==> src/rtl/ift_skid_capture.sv <==
// ift_skid_capture: register stage behind the pmux IFT cell.
// Carries each (Y, Y_t) pair through a 2-entry valid/ready skid buffer
// and keeps running taint statistics on the words it accepts.
module ift_skid_capture #(
  parameter int DATA_W  = 2,
  parameter int TAINT_W = 32,
  parameter int CNT_W   = 16
) (
  input  logic               clk,
  input  logic               rst,
  input  logic               in_valid,
  output logic               in_ready,
  input  logic [DATA_W-1:0]  in_data,
  input  logic [TAINT_W-1:0] in_data_t,
  output logic               out_valid,
  input  logic               out_ready,
  output logic [DATA_W-1:0]  out_data,
  output logic [TAINT_W-1:0] out_data_t,
  input  logic               clear,
  output logic               taint_seen,
  output logic [CNT_W-1:0]   taint_cnt,
  output logic [TAINT_W-1:0] taint_max
);

  typedef enum logic [1:0] {
    EMPTY = 2'd0,
    ONE   = 2'd1,
    FULL  = 2'd2
  } state_t;

  localparam logic [CNT_W-1:0] CNT_ONE = {{(CNT_W-1){1'b0}}, 1'b1};
  localparam logic [CNT_W-1:0] CNT_SAT = {CNT_W{1'b1}};

  state_t               state_reg, state_next;
  logic                 in_ready_reg;
  logic [DATA_W-1:0]    h_data_reg, h_data_next;
  logic [TAINT_W-1:0]   h_tag_reg, h_tag_next;
  logic [DATA_W-1:0]    s_data_reg, s_data_next;
  logic [TAINT_W-1:0]   s_tag_reg, s_tag_next;

  logic                 seen_reg, seen_next;
  logic [CNT_W-1:0]     cnt_reg, cnt_next;
  logic [TAINT_W-1:0]   max_reg, max_next;

  logic                 accept;
  logic                 pop;
  logic                 tag_nz;
  logic                 seen_base;
  logic [CNT_W-1:0]     cnt_base;
  logic [TAINT_W-1:0]   max_base;

  assign accept = in_valid & in_ready_reg;
  assign pop    = (state_reg != EMPTY) & out_ready;
  assign tag_nz = |in_data_t;

  // Buffer next-state: data and tag always move as one pair between slots.
  always_comb begin
    state_next  = state_reg;
    h_data_next = h_data_reg;
    h_tag_next  = h_tag_reg;
    s_data_next = s_data_reg;
    s_tag_next  = s_tag_reg;
    case (state_reg)
      EMPTY: begin
        if (accept) begin
          state_next  = ONE;
          h_data_next = in_data;
          h_tag_next  = in_data_t;
        end
      end
      ONE: begin
        if (accept && pop) begin
          h_data_next = in_data;
          h_tag_next  = in_data_t;
        end else if (accept) begin
          state_next  = FULL;
          s_data_next = in_data;
          s_tag_next  = in_data_t;
        end else if (pop) begin
          state_next  = EMPTY;
        end
      end
      FULL: begin
        if (pop) begin
          state_next  = ONE;
          h_data_next = s_data_reg;
          h_tag_next  = s_tag_reg;
        end
      end
      default: begin
        state_next = EMPTY;
      end
    endcase
  end

  // Statistics next-state: clear zeroes the base, then a same-cycle accept
  // is folded in so the result reflects that word alone.
  always_comb begin
    seen_base = clear ? 1'b0 : seen_reg;
    cnt_base  = clear ? '0   : cnt_reg;
    max_base  = clear ? '0   : max_reg;
    seen_next = seen_base;
    cnt_next  = cnt_base;
    max_next  = max_base;
    if (accept) begin
      if (tag_nz) begin
        seen_next = 1'b1;
        if (cnt_base != CNT_SAT) begin
          cnt_next = cnt_base + CNT_ONE;
        end
      end
      if (in_data_t > max_base) begin
        max_next = in_data_t;
      end
    end
  end

  // State, entry and statistics registers; in_ready is precomputed from the
  // next state so it never depends combinationally on out_ready.
  always_ff @(posedge clk) begin
    if (rst) begin
      state_reg    <= EMPTY;
      in_ready_reg <= 1'b1;
      h_data_reg   <= '0;
      h_tag_reg    <= '0;
      s_data_reg   <= '0;
      s_tag_reg    <= '0;
      seen_reg     <= 1'b0;
      cnt_reg      <= '0;
      max_reg      <= '0;
    end else begin
      state_reg    <= state_next;
      in_ready_reg <= (state_next != FULL);
      h_data_reg   <= h_data_next;
      h_tag_reg    <= h_tag_next;
      s_data_reg   <= s_data_next;
      s_tag_reg    <= s_tag_next;
      seen_reg     <= seen_next;
      cnt_reg      <= cnt_next;
      max_reg      <= max_next;
    end
  end

  assign in_ready   = in_ready_reg;
  assign out_valid  = (state_reg != EMPTY);
  assign out_data   = h_data_reg;
  assign out_data_t = h_tag_reg;
  assign taint_seen = seen_reg;
  assign taint_cnt  = cnt_reg;
  assign taint_max  = max_reg;

endmodule

==> config.mk <==
export PLATFORM = sky130hd
export DESIGN_NAME = ift_skid_capture
export DESIGN_NICKNAME = d
export VERILOG_FILES = /design/src/rtl/ift_skid_capture.sv
export SDC_FILE = /design/constraint.sdc
export NUM_CORES = 1
export LEC_CHECK = 0
export BUFFER_PORTS_ARGS = -buffer_cell sky130_fd_sc_hd__buf_4
export CAP_MARGIN = 5
export CORE_ASPECT_RATIO = 1.75
export CORE_MARGIN = 2
export CORE_UTILIZATION = 30
export DETAILED_ROUTE_END_ITERATION = 8
export PLACE_DENSITY_LB_ADDON = 0.08
export REMOVE_ABC_BUFFERS = 1
export SLEW_MARGIN = 25
export SYNTH_ARGS = -nofsm -noshare
export SYNTH_HDL_FRONTEND = slang
export SYNTH_SLANG_ARGS = --single-unit
==> constraint.sdc <==
create_clock -name clk -period 5.45 [get_ports clk]
set_input_delay 0.545 -clock clk [delete_from_list [all_inputs] [get_ports clk]]
set_output_delay 0.545 -clock clk [all_outputs]
set_load 0.02 [all_outputs]
## After elaboration in Yosys (flattened, before gate mapping)

Cells that the tools add are included.

| cells by class | value |
|---|---|
| equality and inequality tests | 7 |
| bitwise operators | 3 |
| add/sub/neg operators | 1 |
| order comparisons | 1 |
| reduce and logical (&&, ||, !) cells | 7 |
| multiplexer cells | 24 |

Operators with widths:

| cell | number |
|---|---|
| 2-to-1 mux 32 bit | 6 |
| case mux 32 bit (3 select lines) | 1 |
| 2-to-1 mux 16 bit | 4 |
| greater-than comparator 32 bit | 1 |
| OR reduction 32 bit | 1 |
| adder 16 x 1 -> 16 bit, second input constant | 1 |
| 2-to-1 mux 2 bit | 8 |
| != test 16 bit, second input constant | 1 |
| case mux 2 bit (3 select lines) | 2 |
| != test 2 bit, second input constant | 4 |
| AND reduction 4 bit | 1 |
| 2-to-1 mux 1 bit | 3 |
| AND reduction 3 bit | 1 |
| nonzero test 3 bit | 1 |
| bitwise AND 1 bit | 2 |
| equality test 2 x 1 -> 1 bit, second input constant | 1 |
| equality test 2 bit, second input constant | 1 |
| zero test 2 bit | 1 |
| nonzero test 2 bit | 1 |
| logical AND 1 bit | 1 |
| NOT 1 bit | 1 |

| word-level totals | value |
|---|---|
| bits in registers | 120 |
| output and inout port bits | 85 |
| bits of input ports | 39 |
| logic and storage cells | 52 |

## Logic depth before layout (Yosys ltp)

Gate-level depths: netlist of run 1.

| depth | value |
|---|---|
| depth after elaboration | 7 |
| mapped depth | 11 |
| depth with buffers taken out | 9 |

## Worst setup path after synthesis of run 1

OpenSTA, ideal clock, no wires.

| timing | value |
|---|---|
| path type | in2reg |
| start point | input port clear |
| end point | register max_reg[11] (netlist: taint_max[11]) |
| path buffers | 2 |
| setup time | 0.131 ns |
| stages | 9 |
| setup slack | 2.737 ns |
| data arrival time | 2.582 ns |
| cells stage by stage | clkbuf_1 nand2b_1 ha_1 nand4_1 nor4_2 or3b_1 a31oi_4 buf_4 o41ai_1 |

| between the ends | value |
|---|---|
| word-level cells in the longest chain between the ends | 4 |

RTL lines:

| item | line | RTL |
|---|---|---|
| from (decl) | 19 | `input logic clear,` |
| 2-to-1 mux 32 bit (*) | 101 | `max_base = clear ? '0 : max_reg;` |
| greater-than comparator 32 bit | 112 | `if (in_data_t > max_base) begin` |
| 2-to-1 mux 32 bit | 112 |  |
| 2-to-1 mux 32 bit (*) | 105 | `if (accept) begin` |
| to (signal assigned) | 140 | `max_reg <= max_next;` |
| to (decl) | 43 | `logic [TAINT_W-1:0] max_reg, max_next;` |

Every way passes the cells marked *; elsewhere a longest branch is shown, timed or not.
A chain may end at the register's enable or synchronous reset.

## Final worst setup path of run 1

| timing | value |
|---|---|
| start point | input port clear |
| end point | register max_reg[19] (netlist: taint_max[19]) |

The elaborated chain is that of the path after synthesis.

==> impl_metrics.py, run 1 <==
metrics = {
    "worst_setup_path": {
        "crit_required_ps": 5760,
        "path_class": "in2reg",
        "critPathCaptureType": "flip-flop",
        "arrival_ps": 3680,
        "crit_path_max_fanout": 44,
        "cp-start-kind": "input port",
    },
    "drt": {
        "dr.pass1.iters": 4,
        "viasPerCell": 5.102,
        "drt_iter0_drc": 228,
        "wl_per_cell_um": 16.96,
        "drtAntennaViolNets": 0,
        "vias": 5342,
        "wirelength_um": 17760,
        "route.detailed.drc": 0,
    },
    "clock_tree": {
        "numCtsBuffers": 17,
        "cts_tree": "built",
        "cts_num_sinks": 120,
        "clock_latency_ps": 410,
        "clk_path_buf_depth": 2,
        "path_clk_slew_ps": 50,
        "hold_buffers": 0,
        "htreeDepth": 4,
        "cts_resized": 0,
        "cts_setup_buffers": 0,
        "cts_root_buffer": "clkbuf_16",
    },
    "timing": {
        "fin_crit_ps": 3371,
        "slew_headroom_pct": 36.82,
        "fin_crit_sh_pct": 61.85,
        "rsz0062_at_grt": "no",
        "fin_skew_ps": 12.33,
        "tightest_slew_ps": 947.7,
        "timing.fmax_mhz": 296.7,
        "slew_viol_final": 0,
        "hold_violations": 0,
        "setup_ws_ps": 2079,
        "setup_viol": 0,
        "tns_ps": 0,
    },
    "floorplanning": {
        "die_y_um": 191.3,
        "die_area_mm2": 0.02124,
        "die-width_um": 111.0,
        "io_pins": 124,
        "initial_utilization_pct": 30.47,
        "rows": 68,
        "core_mm2": 0.01974,
    },
    "place": {
        "io_buffers": 123,
        "pre_cts_slack_ps": 1671,
        "dpl.hpwl_um": 12220,
        "dpl-instance-area_mm2": 0.007089,
        "routabilityCongestion": 0.7447,
    },
    "synth": {
        "ys_types": 48,
        "synthFlopType": "dfxtp_1",
        "synthArstFlopShare_pct": 0,
        "syn-instance-count": 694,
        "synth-seq-area-share_pct": 39.94,
        "synth_warnings": 0,
        "avgSynthCellArea_um2": 8.666,
        "ys_ff_latch": 120,
        "synth_edf_count": 0,
        "synth_area_mm2": 0.006015,
    },
    "finish": {
        "syn2layout_area_growth_pct": 26.75,
        "fin_area_mm2": 0.007624,
        "nets": 864,
        "drive_gt1_share_pct": 20.70,
        "diodes": 0,
    },
    "status": {
        "status": "completed",
    },
    "power_and_ir_drop": {
        "leakage_nw": 3.160,
        "peakVddDrop_mv": 0.1442,
        "cellPowerDensity_mw_per_mm2": 307.9,
        "total_power_mw": 2.347,
    },
    "grt": {
        "antenna_found_initial": 0,
        "grt_pass1_vias": 5137,
        "groute.usage.overall_pct": 16.61,
        "grt_first_pass_wirelength_um": 27830,
        "grt-ovfl-total": 0,
        "grt_max_degree": 90,
    },
    "hold_path": {
        "hp-class": "in2reg",
    },
    "run": {
        "cap_violations": 0,
    },
}
cells in the mapped netlist (all sizes together) (9+ instances only):
| master | instances | area share [%] |
|---|---|---|
| buf | 19 | 2.0 |
| nor2 | 54 | 3.4 |
| o41ai | 32 | 4.7 |
| xnor2 | 14 | 2.0 |
| ha | 33 | 6.9 |
| a21oi | 50 | 4.2 |
| dfxtp | 120 | 40 |
| nand2 | 80 | 5.0 |
| o21ai | 36 | 3.0 |
| nand2b | 34 | 3.5 |
| mux2i | 36 | 6.0 |
| a211oi | 34 | 4.2 |
| clkbuf | 33 | 2.1 |
| nor2b | 41 | 4.3 |
| nor4 | 11 | 1.2 |
| nor3 | 9 | 0.75 |
| nand4 | 11 | 1.2 |
worst max-delay path, stage by stage:
cell      delay (ps)
buf_4            260
nand2b_1         230
ha_1             320
nand4_1          210
nor4_2           310
or3b_1           420
a31oi_4          670
buf_4            470
o21ai_0          130
o41ai_1           80
final timing paths:
| path | from | to | slack (ps) | depth (start not counted) |
|---|---|---|---|---|
| hold reg to reg | s_data_reg[0] | s_data_reg[0] | 450 | 2 |
| setup / recovery | clear | taint_max[19] | 2080 | 10 |
| setup reg to reg | taint_max[27] | taint_max[19] | 2260 | 9 |
| hold / removal | out_ready | in_ready | 380 | 2 |
stage by stage:
| stage | util [%] | hold slack, ps | cells |
|---|---|---|---|
| after floorplan | - | 429.6 | 642 |
| after global placement | 35.86 | 440.7 | 1017 |
| after detailed placement | 35.92 | 445.8 | 1018 |
| after CTS | 38.62 | 366.0 | 1047 |
| after global routing | 38.62 | 389.1 | 1047 |
| final | 38.62 | 380.1 | 1047 |
placed cells by master, fill, tap and decap left out, drive strengths merged, types with 2 or more instances in the layout:
cell type / instances
a211o: 2
a211oi: 34
a21o: 2
a21oi: 50
and3: 4
and4: 2
buf: 131
clkbuf: 26
clkinv: 3
dfxtp: 120
ha: 33
inv: 5
mux2i: 36
nand2: 80
nand2b: 34
nand3: 7
nand4: 11
nor2: 54
nor2b: 41
nor3: 9
nor3b: 4
nor4: 11
o21ai: 36
o22a: 2
o41ai: 32
or2: 3
xnor2: 14
cell type report:
class | instances | area, um2
clock buffer | 26 | 519.2
clock inverter | 3 | 15.01
fill | 2064 | 12120
inverter | 5 | 18.77
multi-input combinational | 517 | 3374
sequential | 120 | 2402
tap | 245 | 306.5
timing repair buffer | 131 | 987.2
where the power goes:
| part | internal (mW) | switching, mW | leakage (nW) |
|---|---|---|---|
| sequential | 0.926 | 0.0275 | 0.981 |
| combinational | 0.147 | 0.215 | 1.91 |
| clock | 0.644 | 0.388 | 0.268 |
| total | 1.72 | 0.630 | 3.16 |
logic make-up after synthesis:
| logic type | synth area share [%] |
|---|---|
| compound gates | 18.47 |
| xor+xnor | 2.039 |
| fa+ha+maj | 6.865 |
| buf+inv | 4.410 |
| flops | 39.94 |
| mux | 5.991 |
| simple gates | 22.28 |
layer usage:
metal / share of wire [%] / vias to the layer above / GRT usage, %
li1: - / 2688 / -
met1: 41 / 2510 / 18.35
met2: 53 / 124 / 30.67
met3: 4.8 / 20 / 3.963
met4: 1.6 / 0 / 6.363
met5: 0 / - / 0
Power figures use the tool's default switching activity.
==> run 2: changes to the inputs <==
==> constraint.sdc (replaced) <==
create_clock -name clk -period 2.71 [get_ports clk]
set_input_delay 0.271 -clock clk [delete_from_list [all_inputs] [get_ports clk]]
set_output_delay 0.271 -clock clk [all_outputs]
set_load 0.02 [all_outputs]
==> run 2 against run 1 <==
Against the previous run:
- final cell count increased by 1.6%
- first-iteration DRC count is 24% lower
- hold slack got worse by 280 ps
- highest routed layer unchanged
==> impl_metrics.py, run 2 (synthesis gave the netlist of run 1 again) <==
metrics = {
    "clock_tree": {
        "cts_root_buffer": "clkbuf_16",
        "htreeDepth": 4,
        "numCtsBuffers": 17,
        "cts_tree": "built",
        "cts_num_sinks": 120,
        "cts_resized": 0,
        "clock_latency_ps": 420,
        "hold_buffers": 0,
        "cts_setup_buffers": 0,
        "clk_path_buf_depth": 2,
        "path_clk_slew_ps": 60,
    },
    "timing": {
        "slew_headroom_pct": 52.01,
        "fin_crit_sh_pct": 90.70,
        "setup_viol": 0,
        "fin_crit_ps": 2458,
        "hold_violations": 0,
        "setup_ws_ps": 251.9,
        "fin_skew_ps": 7.714,
        "rsz0062_at_grt": "no",
        "timing.fmax_mhz": 406.8,
        "tightest_slew_ps": 719.9,
        "slew_viol_final": 0,
    },
    "worst_setup_path": {
        "crit_chain": "nand2b_1 -> ha_1 -> nand4_1 -> nor4_2 -> or3b_1 -> a31oi_4 -> buf_4 -> o21ai_0 -> o41ai_1",
        "crit_path_max_fanout": 16,
        "critPathCaptureType": "flip-flop",
        "path_class": "reg2reg",
        "cpPeakStageDelay_ps": 420,
        "crit_required_ps": 3030,
        "cp-start-kind": "flip-flop",
        "slowest_stage": "or3b_1",
        "arrival_ps": 2770,
    },
    "floorplanning": {
        "die_area_mm2": 0.02124,
        "die-width_um": 111.0,
        "initial_utilization_pct": 30.47,
        "io_pins": 124,
        "die_y_um": 191.3,
        "rows": 68,
        "core_mm2": 0.01974,
    },
    "drt": {
        "dr.pass1.iters": 4,
        "viasPerCell": 5.051,
        "route.detailed.drc": 0,
        "drt_iter0_drc": 173,
        "vias": 5374,
        "drtAntennaViolNets": 0,
        "wl_per_cell_um": 16.42,
        "wirelength_um": 17470,
    },
    "grt": {
        "grt_use_met2_pct": 31.78,
        "groute.usage.overall_pct": 16.89,
        "grt_max_degree": 58,
        "grt.met3_usage_pct": 4.534,
        "grt_pass1_vias": 5267,
        "grt_first_pass_wirelength_um": 28190,
        "gr-usage-met1_pct": 18.11,
        "gr-max-usage-layer": "met2",
        "antenna_found_initial": 0,
        "grt-ovfl-total": 0,
    },
    "finish": {
        "nets": 878,
        "final_cell_mix": "141 x buf_4, 120 x dfxtp_1, 80 x nand2_1",
        "syn2layout_area_growth_pct": 31.52,
        "final_common_cell": "buf_4",
        "diodes": 0,
        "drive_gt1_share_pct": 22.47,
    },
    "place": {
        "dpl.hpwl_um": 12710,
        "pre_cts_slack_ps": 17.67,
        "routabilityCongestion": 0.7677,
        "io_buffers": 123,
    },
    "run": {
        "cap_violations": 0,
    },
    "hold_path": {
        "hp-class": "in2reg",
    },
    "power_and_ir_drop": {
        "total_power_mw": 5.239,
        "cellPowerDensity_mw_per_mm2": 662.3,
        "leakage_nw": 3.283,
        "peakVddDrop_mv": 0.5108,
    },
    "status": {
        "status": "completed",
    },
}
-- run 2: area by class of cell --
class,count,area (um2)
fill,2031,11830
multi-input combinational,517,3374
sequential,120,2402
timing repair buffer,145,1139
clock buffer,20,446.7
tap,245,306.5
clock inverter,12,222.7
inverter,5,18.77
-- run 2: path summary, 6_finish.rpt --
kind	from	cells past startpoint	to	slack, ps
worst max register to register	taint_max[27]	9	taint_max[19]	250
worst min register to register	s_tag_reg[6]	2	s_tag_reg[6]	450
worst min-delay path	out_ready	2	in_ready	100
worst max-delay path	taint_max[27]	9	taint_max[19]	250
-- run 2: report_power, final --
part | switching [mW] | internal [mW]
clock | 0.835 | 1.75
sequential | 0.0546 | 1.86
combinational | 0.430 | 0.313
-- run 2: routing by layer --
layer,vias to the layer above,share of wire (%)
li1,2729,-
met1,2523,39
met2,105,55
met3,17,4.5
met4,0,1.3
met5,-,0
-- run 2: critical path: cells and delay by family, from the launching register on --
kind                       cells  cell delay [ps]
AOI/OAI and AO/OA              3              400
adders and majority gates      1              320
buffers and inverters          1              250
DFF                            1              380
and+or+nand+nor                4             1000
-- run 2: per-stage QoR --
| step | TNS, ps | utilization, % | area (um2) | std cells | hold slack [ps] |
|---|---|---|---|---|---|
| CTS | 0 | 40.07 | 7910 | 1064 | 75.49 |
| finish | 0 | 40.07 | 7910 | 1064 | 99.56 |
| floorplan | -115630 | - | 5768 | 642 | 340.1 |
| global route | 0 | 40.07 | 7910 | 1064 | 100.4 |
| detailed placement | 0 | 36.68 | 7241 | 1032 | 445.8 |
| global placement | 0 | 36.68 | 7241 | 1032 | 440.8 |
